<file path="src/rtl/i2c_pkg.sv">
// Shared types and constants for the I2C target receiver.
package i2c_pkg;

    typedef enum logic [2:0] {
        IDLE     = 3'd0,
        ADDR     = 3'd1,
        ADDR_ACK = 3'd2,
        DATA     = 3'd3,
        DATA_ACK = 3'd4,
        IGNORE   = 3'd5
    } i2c_state_e;

    localparam logic [6:0] DEFAULT_LCD_ADDR = 7'h27;
    localparam logic       I2C_WRITE        = 1'b0;
    localparam logic       I2C_READ         = 1'b1;
    localparam logic [3:0] BITS_PER_BYTE    = 4'd8;

    // An address byte selects us only for a write to our own address.
    function automatic logic addr_hit(input logic [7:0] addr_byte, input logic [6:0] own_addr);
        return (addr_byte[7:1] == own_addr) && (addr_byte[0] == I2C_WRITE);
    endfunction

endpackage

</file>
<file path="src/rtl/i2c_line_filter.sv">
// Synchronizer plus glitch filter for one open-drain bus line; idles high.
module i2c_line_filter #(
    parameter int SYNC_STAGES = 2,
    parameter int FILT_LEN    = 3
) (
    input  logic clk,
    input  logic rst_n,
    input  logic line_i,
    output logic line_o
);
    import i2c_pkg::*;

    localparam int               CW       = (FILT_LEN > 1) ? $clog2(FILT_LEN) : 1;
    localparam logic [CW-1:0]    CNT_LAST = CW'(FILT_LEN - 1);

    logic [SYNC_STAGES-1:0] sync_q;
    logic                   sample_s;
    logic                   filt_q, filt_d;
    logic [CW-1:0]          cnt_q, cnt_d;

    assign sample_s = sync_q[SYNC_STAGES-1];
    assign line_o   = filt_q;

    // Synchronizer chain, reset to the idle-high bus level.
    always_ff @(posedge clk or negedge rst_n) begin
        if (!rst_n) begin
            sync_q <= '1;
        end else begin
            sync_q[0] <= line_i;
            for (int i = 1; i < SYNC_STAGES; i++) begin
                sync_q[i] <= sync_q[i-1];
            end
        end
    end

    // The filtered level flips only after FILT_LEN disagreeing samples in a row.
    always_comb begin
        filt_d = filt_q;
        cnt_d  = '0;
        if (sample_s != filt_q) begin
            if (cnt_q == CNT_LAST) begin
                filt_d = sample_s;
                cnt_d  = '0;
            end else begin
                cnt_d = cnt_q + CW'(1);
            end
        end else begin
            cnt_d = '0;
        end
    end

    // Filter state register.
    always_ff @(posedge clk or negedge rst_n) begin
        if (!rst_n) begin
            filt_q <= 1'b1;
            cnt_q  <= '0;
        end else begin
            filt_q <= filt_d;
            cnt_q  <= cnt_d;
        end
    end

endmodule

</file>
<file path="src/rtl/i2c_target_rx.sv">
// I2C write-only target: address match, ACK generation and byte delivery.
module i2c_target_rx
    import i2c_pkg::*;
#(
    parameter logic [6:0] I2C_ADDR    = DEFAULT_LCD_ADDR,
    parameter int         SYNC_STAGES = 2,
    parameter int         FILT_LEN    = 3
) (
    input  logic       clk,
    input  logic       rst_n,
    input  logic       scl_in,
    input  logic       sda_in,
    output logic       sda_oe,
    output logic [7:0] rx_data,
    output logic       rx_valid,
    output logic       rx_start,
    output logic       rx_stop,
    output logic       addr_match,
    output logic       busy
);

    logic scl_f_s, sda_f_s;
    logic scl_prev_q, sda_prev_q;
    logic start_s, stop_s, scl_rise_s, scl_fall_s;

    i2c_state_e state_q, state_d;
    logic [7:0] shift_q, shift_d;
    logic [3:0] bit_cnt_q, bit_cnt_d;
    logic       sda_oe_q, sda_oe_d;
    logic [7:0] rx_data_q, rx_data_d;
    logic       rx_valid_q, rx_valid_d;
    logic       rx_start_q, rx_start_d;
    logic       rx_stop_q, rx_stop_d;
    logic       addr_match_q, addr_match_d;
    logic       busy_q, busy_d;

    i2c_line_filter #(.SYNC_STAGES(SYNC_STAGES), .FILT_LEN(FILT_LEN)) u_scl_filt (
        .clk    (clk),
        .rst_n  (rst_n),
        .line_i (scl_in),
        .line_o (scl_f_s)
    );

    i2c_line_filter #(.SYNC_STAGES(SYNC_STAGES), .FILT_LEN(FILT_LEN)) u_sda_filt (
        .clk    (clk),
        .rst_n  (rst_n),
        .line_i (sda_in),
        .line_o (sda_f_s)
    );

    assign start_s    = scl_f_s & scl_prev_q & sda_prev_q & ~sda_f_s;
    assign stop_s     = scl_f_s & scl_prev_q & ~sda_prev_q & sda_f_s;
    assign scl_rise_s = scl_f_s & ~scl_prev_q;
    assign scl_fall_s = ~scl_f_s & scl_prev_q;

    // Previous filtered levels for edge and START/STOP detection.
    always_ff @(posedge clk or negedge rst_n) begin
        if (!rst_n) begin
            scl_prev_q <= 1'b1;
            sda_prev_q <= 1'b1;
        end else begin
            scl_prev_q <= scl_f_s;
            sda_prev_q <= sda_f_s;
        end
    end

    // Protocol FSM: bus conditions override any bit handling in the same cycle.
    always_comb begin
        state_d      = state_q;
        shift_d      = shift_q;
        bit_cnt_d    = bit_cnt_q;
        sda_oe_d     = sda_oe_q;
        rx_data_d    = rx_data_q;
        rx_valid_d   = 1'b0;
        rx_start_d   = 1'b0;
        rx_stop_d    = 1'b0;
        addr_match_d = addr_match_q;
        busy_d       = busy_q;
        if (start_s) begin
            rx_start_d   = 1'b1;
            busy_d       = 1'b1;
            sda_oe_d     = 1'b0;
            addr_match_d = 1'b0;
            bit_cnt_d    = 4'd0;
            state_d      = ADDR;
        end else if (stop_s) begin
            rx_stop_d    = 1'b1;
            busy_d       = 1'b0;
            sda_oe_d     = 1'b0;
            addr_match_d = 1'b0;
            bit_cnt_d    = 4'd0;
            state_d      = IDLE;
        end else begin
            case (state_q)
                IDLE: begin
                    sda_oe_d = 1'b0;
                end
                ADDR, DATA: begin
                    if (scl_rise_s && (bit_cnt_q != BITS_PER_BYTE)) begin
                        shift_d   = {shift_q[6:0], sda_f_s};
                        bit_cnt_d = bit_cnt_q + 4'd1;
                    end else if (scl_fall_s && (bit_cnt_q == BITS_PER_BYTE)) begin
                        if (state_q == DATA) begin
                            rx_data_d  = shift_q;
                            rx_valid_d = 1'b1;
                            sda_oe_d   = 1'b1;
                            state_d    = DATA_ACK;
                        end else if (addr_hit(shift_q, I2C_ADDR)) begin
                            sda_oe_d     = 1'b1;
                            addr_match_d = 1'b1;
                            state_d      = ADDR_ACK;
                        end else begin
                            state_d = IGNORE;
                        end
                    end else begin
                        state_d = state_q;
                    end
                end
                ADDR_ACK, DATA_ACK: begin
                    // ACK is driven for one full SCL period, released on its falling edge.
                    if (scl_fall_s) begin
                        sda_oe_d  = 1'b0;
                        bit_cnt_d = 4'd0;
                        state_d   = DATA;
                    end else begin
                        sda_oe_d = 1'b1;
                    end
                end
                IGNORE: begin
                    sda_oe_d = 1'b0;
                end
                default: begin
                    sda_oe_d = 1'b0;
                    state_d  = IDLE;
                end
            endcase
        end
    end

    // FSM and output registers; reset releases SDA immediately.
    always_ff @(posedge clk or negedge rst_n) begin
        if (!rst_n) begin
            state_q      <= IDLE;
            shift_q      <= 8'h00;
            bit_cnt_q    <= 4'd0;
            sda_oe_q     <= 1'b0;
            rx_data_q    <= 8'h00;
            rx_valid_q   <= 1'b0;
            rx_start_q   <= 1'b0;
            rx_stop_q    <= 1'b0;
            addr_match_q <= 1'b0;
            busy_q       <= 1'b0;
        end else begin
            state_q      <= state_d;
            shift_q      <= shift_d;
            bit_cnt_q    <= bit_cnt_d;
            sda_oe_q     <= sda_oe_d;
            rx_data_q    <= rx_data_d;
            rx_valid_q   <= rx_valid_d;
            rx_start_q   <= rx_start_d;
            rx_stop_q    <= rx_stop_d;
            addr_match_q <= addr_match_d;
            busy_q       <= busy_d;
        end
    end

    assign sda_oe     = sda_oe_q;
    assign rx_data    = rx_data_q;
    assign rx_valid   = rx_valid_q;
    assign rx_start   = rx_start_q;
    assign rx_stop    = rx_stop_q;
    assign addr_match = addr_match_q;
    assign busy       = busy_q;

endmodule
</file>
<file path="config.mk">
export PLATFORM = sky130hd
export DESIGN_NAME = i2c_target_rx
export DESIGN_NICKNAME = d
export VERILOG_FILES = /design/src/rtl/i2c_pkg.sv /design/src/rtl/i2c_line_filter.sv /design/src/rtl/i2c_target_rx.sv
export SDC_FILE = /design/constraint.sdc
export NUM_CORES = 1
export LEC_CHECK = 0
export BUFFER_PORTS_ARGS = -buffer_cell sky130_fd_sc_hd__buf_2
export CAP_MARGIN = 25
export CORE_ASPECT_RATIO = 1.25
export CORE_UTILIZATION = 60
export CTS_BUF_LIST = sky130_fd_sc_hd__clkbuf_4 sky130_fd_sc_hd__clkbuf_8
export CTS_CLUSTER_DIAMETER = 150
export DETAILED_ROUTE_END_ITERATION = 12
export PLACE_DENSITY = 0.81
export SETUP_SLACK_MARGIN = 0.5
export SYNTH_ARGS = -nofsm -noshare
export SYNTH_HDL_FRONTEND = slang
export SYNTH_SLANG_ARGS = --single-unit
</file>
<file path="constraint.sdc">
create_clock -name clk -period 2.1 [get_ports clk]
set_input_delay 0.105 -clock clk [delete_from_list [all_inputs] [get_ports clk]]
set_output_delay 0.105 -clock clk [all_outputs]
set_load 0.01 [all_outputs]
</file>
==> results.toml <==
[grt]
grt_pass1_vias = 1384
grt.overflow.total = 0
track_usage_pct = 27.2
grt_max_degree = 42
grt_antenna_before_repair = 0
grt_pass1_wl_um = 6360

[cells_and_area]
n_antenna_cell = 0
drive_gt1_share_pct = 46.8
fin_nets = 206
finalNonFillerCells = 237
syn_to_final_growth_pct = 27.2

[logic_synthesis]
yosys.area.top_type_share_pct = 45.2
synth_cell_types = 43
syn-num-nets = 165
synth_warnings = 0
synth_edf_count = 0
syn_area_um2 = 1830
ys_async_sr_fraction_pct = 100
synth-seq-cells = 41
synthCells = 159
synth_area_per_cell_um2 = 11.5
ys_seq_area_share_pct = 56.7
ys.flop_type = "dfrtp_1"
synth_top_area_cell = "dfrtp_1"
synthTopCellsByArea = "dfrtp_1 45%, dfstp_2 12%, mux2_2 6.8%"

[timing]
clock_skew_ns = 0.0205
final-setup-viol-count = 0
worstMarginPinSlew_ns = 0.896
rsz0062_at_grt = "yes"
fin_crit_sh_pct = 88.5
setup_tns_ns = 0
hold_violations = 0
fmax_ghz = 0.538
slew_headroom_pct = 40.2
final_max_slew_viol_count = 0
fin_crit_ns = 1.86

[worst_setup_path]
worstSetupPathType = "reg -> reg"
crit_fanout = 3
start_kind = "register"
arrival_ns = 2.16
critPathCaptureType = "register"
worstPathRequired_ns = 2.40

[power_and_ir_drop]
swShare_pct = 37.2
peakVddDrop_uv = 908
p_comb_share_pct = 38.8
power_frac_clock_pct = 18.8
p_int_w = 0.00188
cellPowerDensity_nw_per_um2 = 1290
p_switching_w = 0.00111
power_frac_seq_pct = 42.4
power.leakage_nw = 1.15

[clock_network]
cts_tree = "built"
clkTransAtPathRegs_ns = 0.13
htree_levels = 2
cts_root_buf = "clkbuf_4"
cts_buffer_depth = 2
numCtsBuffers = 5
insertion_delay_ns = 0.38
cts.sinks = 41

[placed_design]
gp_congestion = 0.799
io_buffers = 17
post-dp-hpwl_um = 2270
dp.cells = 207

[floorplanning]
num_io_pins = 18
fp.coreArea_um2 = 2920
die_h_um = 63.7
row_count = 22
die-area_um2 = 3270
die_w_um = 51.4
initial_core_util_pct = 62.6

[flow_run]
max-cap-violations = 0

[routing]
dr.first_iter.drc_count = 78
wl_per_cell_um = 17.9
vias = 1403
drt.antenna.violating_nets = 0
drt_wl_total_um = 4230
drt-vias-per-instance = 5.92
drt-pass1-iter-count = 4
drc = 0

[min_path]
hold_class = "in -> reg"

[outcome]
status = "complete, no violations"
-- power by group through the flow --
stage                     combinational [W]  clock (W)  sequential (W)
after floorplan                    0.000677          0         0.00118
after global placement             0.000730          0         0.00128
after detailed placement           0.000764          0         0.00129
after CTS                          0.000987   0.000560         0.00125
after global routing                0.00126   0.000606         0.00130
final                               0.00116   0.000561         0.00127
-- final cells by class --
type | count | area [um2]
multi-input cells | 108 | 855
inverters | 4 | 15.0
well taps | 36 | 45.0
fillers | 181 | 594
clock inverters | 2 | 37.5
repair buffers | 40 | 282
clock buffers | 6 | 51.3
flip-flops and latches | 41 | 1040
-- routing by layer --
metal	routed length [um]	global-route usage [%]
met1	1650	31.8
met2	2230	43.9
met3	183	7.00
met4	170	16.2
met5	0	0
-- synth_stat cells (all sizes together) (2+ instances only) --
library cell and number:
nand2 28, dfstp 8, nor3 5, dfrtp 33, nand4 2, mux2 11
a221oi 2, a21oi 3, xnor2 5, nand3 3, inv 4, o21ai 4
or4b 2, buf 6, ha 2, a22o 2, nor2 7, nor2b 4
nand4b 2, nor3b 4, nand2b 3
-- kinds of logic after synthesis --
kind of cell,count (synthesis),synth area share (%)
AOI/OAI and AO/OA,22,8.97
xor gates and xnor gates,5,2.40
and+or+nand+nor,66,20.2
adders and majority gates,2,1.37
muxes,12,7.33
buffers and inverters,11,3.01
DFF,41,56.7
-- repair_timing --
item,in CTS,in global routing
hold endpoints to repair,35,0
setup buffers,10,8
pin swaps,13,8
cloned,1,0
hold buffers,3,0
setup endpoints to repair,24,23
resized for setup,18,10
-- state kept, by name (all words and copies together) (netlist names), 2 cells and up --
register and cells:
rx_data 8, shift_q 8, bit_cnt_q 4, state_q 3, u_scl_filt.cnt_q 2, u_scl_filt.sync_q 2, u_sda_filt.cnt_q 2, u_sda_filt.sync_q 2
-- through the flow --
step                      cell area (um2)  utilization [%]  setup slack, ns  power [W]  hold WS (ns)
after global placement               1940             66.6            0.263    0.00201         0.210
final                                2320             79.6            0.242    0.00299         0.356
after CTS                            2210             75.6            0.338    0.00279         0.362
after global routing                 2320             79.6            0.214    0.00317         0.350
after floorplan                      1840                -            0.306    0.00186        -0.191
after detailed placement             1940             66.6            0.222    0.00206         0.211
-- worst max-delay path, cell delays in order (launching register included) --
cell and delay, ns:
dfrtp_1 0.38, inv_1 0.05, ha_2 0.16, and3b_1 0.19, or4b_4 0.56, nor3b_1 0.32
a21o_1 0.14
-- worst paths after layout --
| kind | cells after the start | slack, ns | end | startpoint |
|---|---|---|---|---|
| worst max register to register | 6 | 0.24 | bit_cnt_q[2] | bit_cnt_q[1] |
| worst min register to register | 0 | 0.37 | u_scl_filt.sync_q[1] | u_scl_filt.sync_q[0] |
| worst max-delay path | 6 | 0.24 | bit_cnt_q[2] | bit_cnt_q[1] |
| min in group asynchronous | 2 | 0.38 | rx_data[7] | rst_n |
| max in group asynchronous | 2 | 1.10 | state_q[2] | rst_n |
| worst min-delay path | 2 | 0.36 | u_sda_filt.sync_q[0] | sda_in |
-- placed cells by master (no fill, tap or decap), drive strengths merged, types with 4 or more instances in the layout --
cell / count
buf: 37
clkbuf: 6
dfrtp: 33
dfstp: 8
inv: 4
mux2: 11
nand2: 29
nor2: 7
nor2b: 4
nor3: 5
nor3b: 4
o21ai: 4
xnor2: 5
Note: power is estimated with default switching activity, not from simulation.
